===== config.mk =====
export PLATFORM = sky130hd
export DESIGN_NAME = imem_arbiter
export DESIGN_NICKNAME = d
export VERILOG_FILES = /design/src/rtl/imem_pkg.sv /design/src/rtl/imem_starve_ctr.sv /design/src/rtl/imem_arbiter.sv
export SDC_FILE = /design/constraint.sdc
export NUM_CORES = 1
export LEC_CHECK = 0
export BUFFER_PORTS_ARGS = -buffer_cell sky130_fd_sc_hd__buf_4
export CAP_MARGIN = 10
export CORE_AREA = 5 5 92 94
export CTS_CLUSTER_SIZE = 12
export DETAILED_ROUTE_END_ITERATION = 8
export DIE_AREA = 0 0 97 99
export HOLD_SLACK_MARGIN = 0.12
export PLACE_DENSITY_LB_ADDON = 0.2
export SLEW_MARGIN = 30
export SYNTH_ARGS = -nofsm -noshare
export SYNTH_HDL_FRONTEND = slang
export SYNTH_SLANG_ARGS = --single-unit

===== constraint.sdc =====
create_clock -name clk_i -period 3.65 [get_ports clk_i]
set_input_delay 0.1825 -clock clk_i [delete_from_list [all_inputs] [get_ports clk_i]]
set_output_delay 0.1825 -clock clk_i [all_outputs]
set_load 0.02 [all_outputs]

===== src/rtl/imem_pkg.sv =====
// imem_pkg: shared definitions for the instruction-memory arbiter.
//   resp_owner_e : owner of the response returned in the cycle after a grant
//   RV_NOP       : instruction returned for out-of-range fetches
//   IMEM_DEPTH   : default memory depth in 32-bit words, shared with the memory array
package imem_pkg;

    localparam int unsigned IMEM_DEPTH = 256;
    localparam logic [31:0] RV_NOP     = 32'h0000_0013;

    typedef enum logic [2:0] {
        RESP_NONE   = 3'd0,
        RESP_IF     = 3'd1,
        RESP_LD     = 3'd2,
        RESP_OOR_IF = 3'd3,
        RESP_OOR_LD = 3'd4
    } resp_owner_e;

endpackage


===== src/rtl/imem_starve_ctr.sv =====
// imem_starve_ctr: counts loader grants taken while fetch is waiting and
// forces fetch to win once STARVE_MAX such grants have happened in a row.
//   clk_i, rst_ni   : clock, synchronous active-low reset
//   if_req_i        : fetch request
//   if_gnt_i        : fetch granted this cycle
//   ld_gnt_i        : loader granted this cycle
//   fetch_force_o   : fetch must win the next conflict
module imem_starve_ctr #(
    parameter int unsigned STARVE_MAX = 4
) (
    input  logic clk_i,
    input  logic rst_ni,
    input  logic if_req_i,
    input  logic if_gnt_i,
    input  logic ld_gnt_i,
    output logic fetch_force_o
);

    localparam int unsigned CntW = $clog2(STARVE_MAX + 1);
    localparam logic [CntW-1:0] MaxCnt = CntW'(STARVE_MAX);

    logic [CntW-1:0] starve_q, starve_d;

    always_comb begin
        starve_d = starve_q;
        if (if_gnt_i || !if_req_i) begin
            starve_d = '0;
        end else if (ld_gnt_i && (starve_q != MaxCnt)) begin
            starve_d = starve_q + 1'b1;
        end
    end

    always_ff @(posedge clk_i) begin
        if (!rst_ni) begin
            starve_q <= '0;
        end else begin
            starve_q <= starve_d;
        end
    end

    assign fetch_force_o = (starve_q == MaxCnt);

endmodule


===== src/rtl/imem_arbiter.sv =====
// imem_arbiter: shares a single-port synchronous-read instruction memory
// between instruction fetch and the loader/debug port. Loader wins conflicts
// unless fetch has been starved for STARVE_MAX loader grants.
//   if_*  : fetch request/grant and read response
//   ld_*  : loader request/grant, write data and read response / write ack
//   mem_* : memory pins; mem_rdata_i is valid the cycle after mem_en_o
module imem_arbiter
    import imem_pkg::*;
#(
    parameter int unsigned DEPTH      = IMEM_DEPTH,
    parameter int unsigned STARVE_MAX = 4
) (
    input  logic                     clk_i,
    input  logic                     rst_ni,
    input  logic                     if_req_i,
    input  logic [31:0]              if_addr_i,
    output logic                     if_gnt_o,
    output logic                     if_rvalid_o,
    output logic [31:0]              if_rdata_o,
    input  logic                     ld_req_i,
    input  logic                     ld_we_i,
    input  logic [31:0]              ld_addr_i,
    input  logic [31:0]              ld_wdata_i,
    output logic                     ld_gnt_o,
    output logic                     ld_rvalid_o,
    output logic [31:0]              ld_rdata_o,
    output logic                     mem_en_o,
    output logic                     mem_we_o,
    output logic [$clog2(DEPTH)-1:0] mem_addr_o,
    output logic [31:0]              mem_wdata_o,
    input  logic [31:0]              mem_rdata_i
);

    localparam int unsigned AW = $clog2(DEPTH);

    resp_owner_e resp_q, resp_d;
    logic        we_q, we_d;
    logic        fetch_force;
    logic        if_oor, ld_oor;
    logic        unused_addr_bits;

    // Byte offset within a word is ignored.
    assign unused_addr_bits = ^{if_addr_i[1:0], ld_addr_i[1:0]};

    assign if_oor = |if_addr_i[31:AW+2];
    assign ld_oor = |ld_addr_i[31:AW+2];

    imem_starve_ctr #(
        .STARVE_MAX (STARVE_MAX)
    ) u_starve_ctr (
        .clk_i         (clk_i),
        .rst_ni        (rst_ni),
        .if_req_i      (if_req_i),
        .if_gnt_i      (if_gnt_o),
        .ld_gnt_i      (ld_gnt_o),
        .fetch_force_o (fetch_force)
    );

    // Grants and memory pins; everything is held at 0 while in reset.
    always_comb begin
        if_gnt_o    = rst_ni & if_req_i & (~ld_req_i | fetch_force);
        ld_gnt_o    = rst_ni & ld_req_i & ~if_gnt_o;
        mem_en_o    = (if_gnt_o & ~if_oor) | (ld_gnt_o & ~ld_oor);
        mem_we_o    = ld_gnt_o & ld_we_i & ~ld_oor;
        mem_addr_o  = '0;
        if (if_gnt_o && !if_oor) begin
            mem_addr_o = if_addr_i[AW+1:2];
        end else if (ld_gnt_o && !ld_oor) begin
            mem_addr_o = ld_addr_i[AW+1:2];
        end
        mem_wdata_o = mem_we_o ? ld_wdata_i : 32'h0;
    end

    // Owner of next cycle's response, rewritten every cycle so accesses pipeline.
    always_comb begin
        resp_d = RESP_NONE;
        if (if_gnt_o) begin
            resp_d = if_oor ? RESP_OOR_IF : RESP_IF;
        end else if (ld_gnt_o) begin
            resp_d = ld_oor ? RESP_OOR_LD : RESP_LD;
        end
        we_d = ld_gnt_o & ld_we_i;
    end

    always_ff @(posedge clk_i) begin
        if (!rst_ni) begin
            resp_q <= RESP_NONE;
            we_q   <= 1'b0;
        end else begin
            resp_q <= resp_d;
            we_q   <= we_d;
        end
    end

    // Response routing; a response pending when reset arrives is dropped.
    always_comb begin
        if_rvalid_o = 1'b0;
        if_rdata_o  = 32'h0;
        ld_rvalid_o = 1'b0;
        ld_rdata_o  = 32'h0;
        if (rst_ni) begin
            case (resp_q)
                RESP_IF: begin
                    if_rvalid_o = 1'b1;
                    if_rdata_o  = mem_rdata_i;
                end
                RESP_OOR_IF: begin
                    if_rvalid_o = 1'b1;
                    if_rdata_o  = RV_NOP;
                end
                RESP_LD: begin
                    ld_rvalid_o = 1'b1;
                    ld_rdata_o  = we_q ? 32'h0 : mem_rdata_i;
                end
                RESP_OOR_LD: begin
                    ld_rvalid_o = 1'b1;
                end
                default: ;
            endcase
        end
    end

endmodule


After elaboration in Yosys (flattened, before gate mapping)

Cells that the tools add are included.

Logic and storage cells: 53
Bits in registers: 7
Input port bits: 133

Bitwise gates (word level): 15
Mux-type cells: 16
Reductions and logical operators: 12
Equality and inequality tests: 6
Add/subtract/negate cells: 1

Operators with widths:

| cell                | number |
|---|---|
| $mux 32             | 5 |
| $pmux 32 s2         | 1 |
| $reduce_or 22->1    | 2 |
| $mux 8              | 2 |
| $mux 3              | 3 |
| $and 1x1->1         | 8 |
| $eq 3x2->1 const B  | 2 |
| $eq 3x3->1 const B  | 2 |
| $reduce_or 2->1     | 3 |
| $not 1->1           | 5 |
| $mux 1              | 4 |
| $add 3x1->3 const B | 1 |
| $eq 3x1->1 const B  | 1 |
| $logic_and 1x1->1   | 3 |
| $logic_not 1->1     | 3 |
| $ne 3x3->1 const B  | 1 |
| $mux 2              | 1 |
| $or 1x1->1          | 2 |
| $logic_or 1x1->1    | 1 |

Longest topological paths before layout

Depth in word-level cells: 8
Mapped depth: 7

Modules after synthesis

From an unflattened synthesis, not the netlist that was laid out.

Cells, all modules: 199
Area total of the unflattened synthesis: 1275.0 um2

Modules (own cells, without submodules):

| module          | area an instance (um2) | instances | cells each |
|---|---|---|---|
| imem_arbiter    | 1073.5                 | 1         | 180 |
| imem_starve_ctr | 201.4                  | 1         | 19 |

Worst setup path before layout

No wires, ideal clock.

Kind: reg2out
Start point: reg u_starve_ctr.starve_q[0]
End point: out mem_addr_o[0]
Arrival: 1681 ps
Buffers on the path: 1
Data required time: 3467 ps
Stages on the path, launching flop included: 8
Setup slack: 1786 ps
Path through: dfxtp_1 > inv_1 > ha_1 > nand3_1 > nand3_1 > inv_1 > clkbuf_1 > a32o_1

Cells in the longest elaborated chain, start to end: 8
Elaborated cells between the ends (all ways): 9

Ends and longest elaborated chain:

| what                   | RTL line              | text |
|---|---|---|
| start, declared        | imem_starve_ctr.sv:22 | `logic [CntW-1:0] starve_q, starve_d;` |
| start signal, assigned | imem_starve_ctr.sv:37 | `starve_q <= starve_d;` |
| $eq 3x3->1             | imem_starve_ctr.sv:41 | `assign fetch_force_o = (starve_q == MaxCnt);` |
| $or 1x1->1             | imem_arbiter.sv:61    | `if_gnt_o = rst_ni & if_req_i & (~ld_req_i \| fetch_force);` |
| $and 1x1->1            | imem_arbiter.sv:61    |  |
| $not 1->1              | imem_arbiter.sv:62    | `ld_gnt_o = rst_ni & ld_req_i & ~if_gnt_o;` |
| $and 1x1->1            | imem_arbiter.sv:62    |  |
| net ld_gnt_o           | imem_arbiter.sv:24    | `output logic ld_gnt_o,` |
| $logic_and 1x1->1      | imem_arbiter.sv:68    | `end else if (ld_gnt_o && !ld_oor) begin` |
| $mux 8                 | imem_arbiter.sv:68    |  |
| $mux 8                 | imem_arbiter.sv:66    | `if (if_gnt_o && !if_oor) begin` |
| end, declared          | imem_arbiter.sv:29    | `output logic [$clog2(DEPTH)-1:0] mem_addr_o,` |

The timed path passes the listed nets, and every way through them passes these cells.

Final worst setup path

Start point: reg u_starve_ctr.starve_q[0]
End point: out mem_wdata_o[21]

Cells in the longest elaborated chain, start to end: 8

Ends and longest elaborated chain:

| what                     | RTL line              | text |
|---|---|---|
| $eq 3x3->1               | imem_starve_ctr.sv:41 |  |
| $or 1x1->1               | imem_arbiter.sv:61    |  |
| $and 1x1->1              | imem_arbiter.sv:61    |  |
| $not 1->1                | imem_arbiter.sv:62    |  |
| $and 1x1->1              | imem_arbiter.sv:62    |  |
| $and 1x1->1 (2 in a row) | imem_arbiter.sv:64    | `mem_we_o = ld_gnt_o & ld_we_i & ~ld_oor;` |
| $mux 32                  | imem_arbiter.sv:71    | `mem_wdata_o = mem_we_o ? ld_wdata_i : 32'h0;` |
| end, declared            | imem_arbiter.sv:30    | `output logic [31:0] mem_wdata_o,` |

Every way passes these cells.

==> results.rst <==
.. list-table::
   :header-rows: 1

   * - Metric
     - Value
   * - Cell type of the slowest stage on the worst timing path
     - sky130_fd_sc_hd__dfxtp_1
   * - Clock latency on the worst-skew pair
     - around 0.22 ns
   * - Count of flip-flops with a built-in enable after synthesis
     - 0
   * - Inst Count DP
     - 513
   * - Hold Violations, Final
     - 0
   * - Number of rows created at floorplan
     - 32
   * - Critical path startpoint category
     - flip-flop
   * - Antenna violations before repair
     - 0
   * - DR vias/cell
     - between 4 and 5
   * - Skew final
     - between 0.0009 and 0.001 ns
   * - Area overhead of the layout relative to synthesis
     - 151%
   * - Type of element capturing the critical path
     - primary output
   * - Post-synthesis cell area
     - ~1300 µm²
   * - Total met2 wirelength after detailed routing
     - about 3800 µm
   * - Shortest period the worst path allows
     - 2.25 ns
   * - Vias after detailed routing
     - between 2,000 and 2,500
   * - Uppermost metal layer occupied by signal nets
     - met4
   * - Number of iterations in the first detailed-routing pass
     - 4
   * - Post-CTS clock slew at the launch and capture registers of the worst setup and hold paths
     - ~0.040 ns
   * - Data arrival time of the critical path
     - 2.07 ns
   * - Clock tree root driver cell
     - sky130_fd_sc_hd__clkbuf_8
   * - Syn. warnings
     - 0
   * - Net switching power figure
     - ~0.088 mW
   * - Post-CTS setup buffer count
     - 0
   * - Core region area
     - approximately 7600 µm²
   * - Internal power summed over all cells
     - about 0.27 mW
   * - Cells taking the most area after synthesis
     - sky130_fd_sc_hd__and2_1 45%, sky130_fd_sc_hd__dfxtp_1 11%, sky130_fd_sc_hd__and2_2 7.1%
   * - Simple-gate portion of the synthesized area
     - 0.694
   * - Share of the synthesized area in compound gates (AO/OA/AOI/OAI)
     - 0.0888
   * - Post-Route WL
     - around 7000 µm
   * - Most used flip-flop cell after synthesis
     - sky130_fd_sc_hd__dfxtp_1
   * - Antenna diodes
     - 0
   * - Final Instance Count excl. Fillers
     - approximately 520
   * - Final nets
     - 551
   * - Pwr/cell area
     - 111 nW/µm²
   * - Switching part of the total
     - 0.249
   * - Synthesized-area fraction occupied by xor and xnor cells
     - 0.00691
   * - DR WL met3
     - between 700 and 800 µm
   * - Total number of H-tree levels
     - 1
   * - Per-cell routed wire length
     - approximately 14 µm
   * - Actual slew at the worst max-slew pin
     - between 0.7 and 0.8 ns
   * - Final HPWL from detailed placement
     - 6220 µm
   * - Async set or reset register ratio after synthesis
     - 0
   * - Hold buffers post-CTS
     - 0
   * - TritonCTS Buffers
     - 3
   * - Post-synth net total
     - ~320
   * - Gate Count Post-Synth
     - about 180
   * - Startpoint-to-endpoint class of the critical path
     - reg2out
   * - # Max-Cap Violations
     - 0
   * - Effective utilization at floorplan
     - 0.167
   * - Setup Slack @ Placement
     - 1.57 ns
   * - Flip-flop and latch count after synthesis
     - 7
   * - Clock tree from TritonCTS
     - yes
   * - Max-Slew Margin vs Limit
     - 0.512
   * - Total leakage power
     - ~1.8 nW
   * - Required time at the worst-slack endpoint
     - roughly 3.5 ns
   * - Number of max-slew violations in the final report
     - 0
   * - Reg power frac
     - 0.231
   * - Sequential area share after synthesis
     - 0.111
   * - Vertical die dimension
     - slightly below 100 µm
   * - Gp weighted congestion
     - around 0.84
   * - Boundary Pins
     - around 240
   * - Outcome
     - finished, final reports clean
   * - Post-route worst setup slack
     - ~1.4 ns
   * - Worst-path cell chain
     - inv_1 -> ha_1 -> nand3_1 -> nand3_1 -> nor4_4 -> buf_4 -> and2_1 -> buf_4
   * - Library cells used by synthesis
     - 24
   * - Leading cell types by count after synthesis
     - 91 x sky130_fd_sc_hd__and2_1, 14 x sky130_fd_sc_hd__nor2_1, 12 x sky130_fd_sc_hd__and2_2, 9 x sky130_fd_sc_hd__nor4_1
   * - Mean area per synthesized cell
     - 6.96 µm²
   * - Number of design rule violations left after detail routing
     - 0
   * - Period utilisation layout
     - 0.617
   * - Drt first-iter violations
     - 25
   * - Number of global-route vias before repair
     - about 2,100
   * - Final count of negative-setup-slack endpoints
     - 0
   * - Post-cts sizing count
     - 0
   * - Top-count cell post-synth
     - sky130_fd_sc_hd__and2_1
   * - Largest net degree at the start of global routing
     - 34
   * - Maximum clock frequency
     - 444 MHz
   * - Main combinational cell family by area after synthesis
     - simple AND/OR/NAND/NOR gates
   * - Setup TNS after final layout
     - 0 ns
   * - Clock net sink count
     - 7
   * - Adder-cell share of the synthesized area
     - 0.0197
   * - Biggest fanout along the worst timing path
     - 33
   * - Combinational Power Share
     - 0.471
   * - Area fraction of the dominant cell type after synthesis
     - 0.449
   * - Number of routed nets with antenna violations
     - 0
   * - Die area
     - 9600 µm²
   * - Maximum vdd ir drop
     - between 0.06 and 0.07 mV
   * - Share of cells above drive strength 1
     - 0.624
   * - Congestion Overflow GR
     - 0
   * - Class of the tightest hold or removal check
     - in2reg
   * - Clock tree buffer depth
     - 2
   * - Clock power frac
     - 0.298
   * - Multiplexer share of the synthesized area
     - 0.00790
   * - RSZ-0062 raised after global routing
     - no
   * - Highest cell delay on the worst timing path
     - 0.33 ns
   * - First-pass GRT wire length
     - approximately 10,000 µm
   * - Wl on met1
     - 2480 µm
   * - Die Wd
     - about 97 µm
   * - Number of port buffers
     - around 240
   * - Cell taking the most area after synthesis
     - sky130_fd_sc_hd__and2_1
   * - Global-route total usage across every layer
     - 0.131
## placed cells by master (no fill, tap or decap), types with 3 or more instances in the layout
cell type / instances
sky130_fd_sc_hd__clkbuf_8: 3
sky130_fd_sc_hd__nand3_1: 3
sky130_fd_sc_hd__nor4_1: 9
sky130_fd_sc_hd__nand2_1: 3
sky130_fd_sc_hd__and2_2: 12
sky130_fd_sc_hd__nor2_1: 14
sky130_fd_sc_hd__a32o_1: 8
sky130_fd_sc_hd__inv_1: 6
sky130_fd_sc_hd__buf_4: 241
sky130_fd_sc_hd__dfxtp_1: 7
sky130_fd_sc_hd__a21oi_1: 3
sky130_fd_sc_hd__and2_1: 91
## power groups by stage
stage,combinational [mW],clock [mW],sequential (mW)
after CTS,0.169,0.109,0.0816
after floorplan,0.0394,0,0.0820
after global placement,0.166,0,0.0827
final,0.167,0.106,0.0815
after global routing,0.181,0.116,0.0819
after detailed placement,0.169,0,0.0828
## cell families after synthesis
group                    after synthesis
AO/OA/AOI/OAI                         13
AND/OR/NAND/NOR                      140
XOR/XNOR                               1
multiplexers                           1
buffers and inverters                 18
adder cells (fa/ha/maj)                2
flip-flops                             7
## metal layers
| layer | GRT usage | vias to the layer above |
|---|---|---|
| met5 | 0 | - |
| met4 | 0.0356 | 0 |
| met3 | 0.0375 | 6 |
| met2 | 0.264 | 133 |
| met1 | 0.127 | 911 |
| li1 | - | 1062 |
## final timing paths
kind                                          startpoint         endpoint  slack [ns]  depth (start not counted)
worst max register to register  u_starve_ctr.starve_q[0]        resp_q[1]        2.16                          6
worst min-delay path                            ld_req_i        resp_q[0]        0.16                          2
worst max-delay path            u_starve_ctr.starve_q[0]  mem_wdata_o[21]        1.40                          8
worst min register to register  u_starve_ctr.starve_q[2]        resp_q[0]        0.53                          2
## layout make-up
| type | instances | area, µm² |
|---|---|---|
| Multi-Input combinational cell | 157 | 1040 |
| Clock buffer | 4 | 45.0 |
| Tap cell | 102 | 128 |
| Timing Repair Buffer | 241 | 1810 |
| Inverter | 6 | 22.5 |
| Sequential cell | 7 | 140 |
| Fill cell | 793 | 4380 |
## worst max-delay path, delay by kind of cell, from the launching register on
family	cells	cell delay, ns
AND/OR/NAND/NOR	4	0.77
flip-flops	1	0.33
adder cells (fa/ha/maj)	1	0.23
buffers and inverters	3	0.50
## registers in the layout, summed over array words and instances (netlist names)
signal and count:
u_starve_ctr.starve_q 3, we_q 1, resp_q 3
## per-stage QoR
| stage | power, mW | hold slack [ns] | instance area [µm²] | util |
|---|---|---|---|---|
| after floorplan | 0.121 | 0.271 | 1270 | - |
| after global placement | 0.249 | 0.389 | 3140 | 0.415 |
| after detailed placement | 0.252 | 0.386 | 3140 | 0.415 |
| after CTS | 0.360 | 0.150 | 3190 | 0.421 |
| after global routing | 0.378 | 0.155 | 3190 | 0.421 |
| final | 0.354 | 0.156 | 3190 | 0.421 |
Power figures use the tool's default switching activity.
